$ cat src/rtl/contador_param_pkg.sv
// Shared definitions for the cascaded counter: mode encoding and step constants.
package contador_param_pkg;

    localparam logic [1:0] MODE_UP1  = 2'b00;
    localparam logic [1:0] MODE_DN1  = 2'b01;
    localparam logic [1:0] MODE_UP3  = 2'b10;
    localparam logic [1:0] MODE_LOAD = 2'b11;

    localparam logic [1:0] STEP_ONE   = 2'd1;
    localparam logic [1:0] STEP_THREE = 2'd3;

    // Down mode also injects 1, as a borrow rather than a carry.
    function automatic logic [1:0] step_of(input logic [1:0] mode);
        return (mode == MODE_UP3) ? STEP_THREE : STEP_ONE;
    endfunction

endpackage

$ cat src/rtl/contador_etapa.sv
// One combinational counter stage: next value and carry/borrow out from current value and carry in.
module contador_etapa #(
    parameter int STAGE_W = 4
) (
    input  logic [STAGE_W-1:0] val_i,
    input  logic [1:0]         carry_i,
    input  logic               down_i,
    output logic [STAGE_W-1:0] next_o,
    output logic               carry_o
);

    logic [STAGE_W:0] sum;
    logic [STAGE_W:0] diff;

    // One extra bit holds carry (up) or borrow (down); STAGE_W >= 2 keeps a +3 carry-out to one bit.
    always_comb begin
        sum  = {1'b0, val_i} + {{(STAGE_W-1){1'b0}}, carry_i};
        diff = {1'b0, val_i} - {{(STAGE_W-1){1'b0}}, carry_i};
        if (down_i) begin
            next_o  = diff[STAGE_W-1:0];
            carry_o = diff[STAGE_W];
        end else begin
            next_o  = sum[STAGE_W-1:0];
            carry_o = sum[STAGE_W];
        end
    end

endmodule

$ cat src/rtl/contador_param.sv
// Parametrised up/down/step-3/load counter built from a ripple cascade of STAGE_W-bit stages,
// with a registered wrap pulse and a saturating wrap-event counter.
module contador_param
    import contador_param_pkg::*;
#(
    parameter int WIDTH   = 32,
    parameter int STAGE_W = 4,
    parameter int CNT_W   = 8
) (
    input  logic             clk,
    input  logic             reset,
    input  logic             enable,
    input  logic [1:0]       mode,
    input  logic [WIDTH-1:0] D,
    output logic [WIDTH-1:0] Q,
    output logic             load,
    output logic             rco,
    output logic [CNT_W-1:0] wrap_cnt
);

    localparam int NSTG = WIDTH / STAGE_W;

    logic [WIDTH-1:0]       q_q, q_d;
    logic                   load_q, load_d;
    logic                   rco_q, rco_d;
    logic [CNT_W-1:0]       wc_q, wc_d;

    logic [WIDTH-1:0]       cnt_next;
    logic [NSTG-1:0][1:0]   carry;
    logic [NSTG-1:0]        stage_co;
    logic                   down;
    logic                   wrap;

    assign down = (mode == MODE_DN1);
    assign wrap = stage_co[NSTG-1];

    always_comb begin
        carry[0] = step_of(mode);
        for (int k = 1; k < NSTG; k++) begin
            carry[k] = {1'b0, stage_co[k-1]};
        end
    end

    for (genvar g = 0; g < NSTG; g++) begin : g_stage
        contador_etapa #(.STAGE_W(STAGE_W)) u_etapa (
            .val_i   (q_q[g*STAGE_W +: STAGE_W]),
            .carry_i (carry[g]),
            .down_i  (down),
            .next_o  (cnt_next[g*STAGE_W +: STAGE_W]),
            .carry_o (stage_co[g])
        );
    end

    always_comb begin
        q_d    = q_q;
        load_d = 1'b0;
        rco_d  = 1'b0;
        wc_d   = wc_q;
        if (enable) begin
            if (mode == MODE_LOAD) begin
                q_d    = D;
                load_d = 1'b1;
                wc_d   = '0;
            end else begin
                q_d   = cnt_next;
                rco_d = wrap;
                if (wrap && (wc_q != {CNT_W{1'b1}})) begin
                    wc_d = wc_q + 1'b1;
                end
            end
        end
    end

    always_ff @(posedge clk or posedge reset) begin
        if (reset) begin
            q_q    <= '0;
            load_q <= 1'b0;
            rco_q  <= 1'b0;
            wc_q   <= '0;
        end else begin
            q_q    <= q_d;
            load_q <= load_d;
            rco_q  <= rco_d;
            wc_q   <= wc_d;
        end
    end

    assign Q        = q_q;
    assign load     = load_q;
    assign rco      = rco_q;
    assign wrap_cnt = wc_q;

endmodule

$ cat config.mk
export PLATFORM = sky130hd
export DESIGN_NAME = contador_param
export DESIGN_NICKNAME = d
export VERILOG_FILES = /design/src/rtl/contador_param_pkg.sv /design/src/rtl/contador_etapa.sv /design/src/rtl/contador_param.sv
export SDC_FILE = /design/constraint.sdc
export NUM_CORES = 1
export LEC_CHECK = 0
export BUFFER_PORTS_ARGS = -buffer_cell sky130_fd_sc_hd__buf_2
export CORE_MARGIN = 5
export CORE_UTILIZATION = 50
export DETAILED_ROUTE_END_ITERATION = 8
export PLACE_DENSITY = 0.84
export SLEW_MARGIN = 20
export SYNTH_ARGS = -nofsm -noshare
export SYNTH_HDL_FRONTEND = slang
export SYNTH_SLANG_ARGS = --single-unit
$ cat constraint.sdc
create_clock -name clk -period 8.9 [get_ports clk]
set_clock_uncertainty 0.2 [all_clocks]
set_input_delay 1.78 -clock clk [delete_from_list [all_inputs] [get_ports clk]]
set_output_delay 1.78 -clock clk [all_outputs]
set_load 0.005 [all_outputs]
Yosys cells after proc, flatten, opt, wreduce, memory -nomap -nowiden. Cells that the tools add are included.

Input bits: 37. Bits in registers: 42. Output and inout bits: 42.

Reductions and logical operators: 3. Equal/unequal tests: 4. Muxes and demuxes: 24. $add $sub $neg: 17.

Operators by type and width (number): $add A4 B1 Y5 (7); $sub A4 B1 Y5 (7); $mux W32 (1); $mux W4 (8); $mux W8 (2); $mux W1 (12); $add A8 B1 Y8 const B (1); $ne A8 B8 Y1 const B (1); $add A4 B2 Y5 (1); $sub A4 B2 Y5 (1); $eq A2 B2 Y1 const B (2); $eq A2 B1 Y1 const B (1); $mux W2 (1); $reduce_and A2 Y1 (1); $reduce_bool A2 Y1 (1); $logic_and A1 B1 Y1 (1).

Longest topological paths before layout.
Depth after elaboration: 21. Gate-level depth with buffers: 38. Depth with buffers taken out: 36.

Modules after synthesis. From an unflattened synthesis, not the netlist that was laid out.

Cells, all modules: 390. Area, all modules: 3671.0 um^2.

Modules (own cells, without submodules): contador_param (cells each 198, area an instance 2035.7 um^2, seq. area each 1051.0 um^2, times used 1); contador_etapa at g_stage[3].u_etapa ... (cells each 24, area an instance 203.9 um^2, seq. area each 0.0 um^2, times used 5); contador_etapa at g_stage[0].u_etapa ... (cells each 24, area an instance 205.2 um^2, seq. area each 0.0 um^2, times used 3).

Worst setup path after synthesis. OpenSTA, ideal clock, no wires.

Kind: input -> register. From: input mode[1]. To: register wc_q[4] (netlist: wrap_cnt[4]). Buffers on the path: 2. Data required time: 8.601 ns. Arrival: 8.351 ns. Path slack: 0.249 ns. Stages on the path: 36. Library setup time: 0.099 ns. Path through: buf_2 buf_1 nand2b_1 fa_1 o31ai_1 ha_1 ha_1 nand2_1 o31ai_1 ha_1 ha_1 nand2_1 o31ai_1 ha_1 ha_1 nand2_1 o21ai_0 ha_1 ha_1 nand2_1 o31ai_1 ha_1 ha_1 nand2_1 o31ai_1 ha_1 ha_1 nand2_1 o31ai_1 ha_1 ha_1 nand3b_4 or3_4 a21oi_4 a41oi_1 a311oi_1.

Longest elaborated chain between the ends: 21. Elaborated cells between the ends (all ways): 32.

Ends and longest elaborated chain: start, declared (RTL line contador_param.sv:13) `input logic [1:0] mode,`; $eq A2 B2 Y1 (RTL line contador_param_pkg.sv:14) `return (mode == MODE_UP3) ? STEP_THREE : STEP_ONE;`; $mux W2 (RTL line contador_param_pkg.sv:14); $add A4 B2 Y5 / $sub A4 B2 Y5 (equally long branches) (RTL line contador_etapa.sv:17, contador_etapa.sv:18); $mux W1 (RTL line contador_etapa.sv:19) `if (down_i) begin`; $add A4 B1 Y5 / $sub A4 B1 Y5 (equally long branches) (RTL line contador_etapa.sv:17, contador_etapa.sv:18); $mux W1 (RTL line contador_etapa.sv:19); $add A4 B1 Y5 / $sub A4 B1 Y5 (equally long branches) (RTL line contador_etapa.sv:17, contador_etapa.sv:18); $mux W1 (RTL line contador_etapa.sv:19); [5 not listed]; $mux W1 (RTL line contador_etapa.sv:19); $add A4 B1 Y5 / $sub A4 B1 Y5 (equally long branches) (RTL line contador_etapa.sv:17, contador_etapa.sv:18); $mux W1 (RTL line contador_etapa.sv:19); $add A4 B1 Y5 / $sub A4 B1 Y5 (equally long branches) (RTL line contador_etapa.sv:17, contador_etapa.sv:18); $mux W1 (RTL line contador_etapa.sv:19); $logic_and A1 B1 Y1 (RTL line contador_param.sv:67) `if (wrap && (wc_q != {CNT_W{1'b1}})) begin`; $reduce_bool A2 Y1 (no line); $reduce_and A2 Y1 (no line); end signal, assigned (RTL line contador_param.sv:84) `wc_q <= wc_d;`; end, declared (RTL line contador_param.sv:26) `logic [CNT_W-1:0] wc_q, wc_d;`.

Several ways; a longest one is shown, not always the timed one. A chain may end at the register's enable or synchronous reset.

Final worst setup path.
From: input mode[0]. To: register wc_q[4] (netlist: wrap_cnt[4]).

The elaborated chain is that of the path after synthesis.

==> results.toml <==
[logic_synthesis]
synthAdderAreaFrac_pct = 14.1
synth_top_family_by_area = "compound AO/OA/AOI/OAI gates"
synth-seq-cells = 42
ys_async_sr_fraction_pct = 100
synth_simple_gate_area_share_pct = 17.0
syn_avg_cell_area_um2 = 8.73
yosysWarnings = 0
synthCells = 347
yosys-mux-area-fraction_pct = 1.36
synth_ff_type = "dfrtp_1"
syn-cell-area_um2 = 3030
synth_cell_types = 41
synth_fp_nets = 417
synth_edf_count = 0
synth_xor_xnor_area_share_pct = 0
synth_compound_area_share_pct = 27.0
ys_seq_area_share_pct = 34.7

[cells_and_area]
drive_gt1_share_pct = 25.7
areaGrowthSynthToFinish_pct = 20.6
fin_util_pct = 61.7
layout.nets = 490
diodes = 0
final_common_cell = "buf_2"
final_cell_mix = "buf_2 (78), nand2_1 (45), dfrtp_1 (42)"

[detailed_routing]
via_count = 3018
drt_wl_total_um = 8000
drt_first_pass_iters = 5
vias_per_cell = 6.08
drcViolationCount = 0
drtIter0Drc = 164
wl_per_cell_um = 16.1
antenna_left = 0

[critical_path]
cpMostUsedCell = "ha_1"
arrival_ns = 8.36
cp-end-kind = "flip-flop"
critical_path_class = "input pin to flip-flop"
endpoint = "wrap_cnt[4]"
critical_path.startpoint = "mode[0]"
worstPathRequired_ns = 8.90
r2r-start = "Q[0]"
regToRegEndpoint = "wrap_cnt[4]"
critPathMaxFanout = 5
start_kind = "input pin"
slowest_delay_ns = 0.44
regToRegSetupSlack_ns = 1.76
worst_path_max_delay_cell = "fa_1"
rr_worst_depth = 34

[global_route]
grt_pass1_wl_um = 13000
grt_pass1_vias = 2894
antenna_found_initial = 0
grt_remaining_overflow = 0
track_usage_pct = 21.0
grt_max_degree = 56

[sta]
fmax_mhz = 120
timing_hold_violations_final = 0
period_needed_ns = 8.35
worst_slew_pin_slew_ns = 0.894
finalSetupViolCount = 0
final_max_slew_viol_count = 0
worst_slack_ns = 0.546
relSlewSlack_pct = 40.4
period_share_pct = 93.9

[worst_hold_path]
worstHoldPathType = "flip-flop to flip-flop"
hold_path_startpoint = "wrap_cnt[3]"

[placement]
pre_cts_ws_ns = -0.206
portBuffers = 78
gp_congestion = 0.824
dpl.hpwl_um = 5540

[power_and_ir_drop]
ir_drop_mv = 0.101
power_leakage_nw = 1.80
pwr_density_cell_nw_per_um2 = 150
p_total_mw = 0.549

[die]
start_util_pct = 51.2
floorplan.rows = 28
core_area_um2 = 5920
die_y_um = 87.8
die-area_um2 = 7710
top_level_ports = 79
die_x_um = 87.8

[flow_run]
maxCapViolations = 0

[cts]
cts_made_buffers = 5
insertion_delay_ns = 0.30
cts_max_path_buffers = 2
cts_root_buf = "clkbuf_8"
clkTransAtPathRegs_ns = 0.08
cts-htree-levels = 2
cts_sinks = 42
tritoncts = "yes"

[outcome]
status = "finished, final reports clean"
## metal layers
layer | global-route usage, % | up-vias | wire length, µm
met3 | 4.14 | 19 | 571
met2 | 35.7 | 121 | 3980
li1 | - | 1438 | -
met1 | 27.0 | 1440 | 3290
met5 | 0 | - | 0
met4 | 6.28 | 0 | 150
## worst min path at each step
stage	depth (start not counted)	endpoint	slack (ns)
final	1	wrap_cnt[3]	0.35
after global routing	1	wrap_cnt[3]	0.38
after CTS	1	wrap_cnt[3]	0.34
after detailed placement	1	wrap_cnt[3]	0.33
after global placement	1	wrap_cnt[3]	0.32
after floorplan	1	wrap_cnt[3]	0.32
## flip-flops by register name, indices dropped and copies added (netlist names)
name / flops
Q: 32
wrap_cnt: 8
load: 1
rco: 1
## stage by stage
stage | cell area [µm²] | setup TNS [ns] | hold slack, ns | std cells
floorplan | 3030 | 0 | 0.317 | 347
global placement | 3470 | 0 | 0.317 | 485
detailed placement | 3470 | -1.03 | 0.329 | 485
CTS | 3580 | 0 | 0.340 | 493
global route | 3650 | -0.000475 | 0.379 | 496
finish | 3650 | 0 | 0.352 | 496
## where the power goes
part	switching [mW]	leakage, nW	internal (mW)
logic	0.0797	1.23	0.0649
registers	0.0380	0.512	0.217
clock network	0.0703	0.0575	0.0785
total	0.188	1.80	0.361
## what timing repair did
item	in CTS	in global routing
hold endpoints to repair	0	0
setup buffers	0	2
hold buffers	0	0
setup endpoints to repair	0	9
resized for setup	0	10
## cells in the mapped netlist, types with 2 or more instances
cell,count,area (µm²)
nand3_1,5,25.0
a311oi_1,3,26.3
mux2i_1,3,30.0
nand4_1,9,56.3
nor2b_1,2,12.5
a31oi_1,7,43.8
and2_1,4,25.0
a2bb2oi_1,8,70.1
nand2_1,45,169
o31ai_1,6,45.0
o211ai_1,18,135
o21ai_0,29,145
nor4_1,2,12.5
a41oi_1,7,61.3
a21boi_0,3,22.5
and3_1,7,43.8
buf_2,3,15.0
nor4b_1,5,43.8
a21o_1,4,30.0
o22ai_1,8,50.1
dfrtp_1,42,1050
a21oi_1,23,115
ha_1,31,388
fa_1,2,40.0
a211oi_1,5,37.5
and4_1,2,17.5
clkbuf_1,17,63.8
inv_1,22,82.6
nor2_1,12,45.0
nand3b_1,2,15.0
## cell families after synthesis
family / Yosys count
compound gates: 124
fa+ha+maj: 33
buf+inv: 44
flops: 42
mux: 4
simple gates: 100
## critical path, delay by kind of cell
kind	cells	cell delay, ns
AOI/OAI and AO/OA	10	2.29
adders and majority gates	15	3.05
and+or+nand+nor	9	1.14
buffers and inverters	1	0.11
## layout make-up
type,instances,area [µm²]
fill,503,2270
multi-input combinational,262,1860
sequential,42,1050
timing repair buffer,87,458
clock buffer,8,110
tap,75,93.8
inverter,22,82.6
No activity file was read; power rests on OpenSTA's default activity.
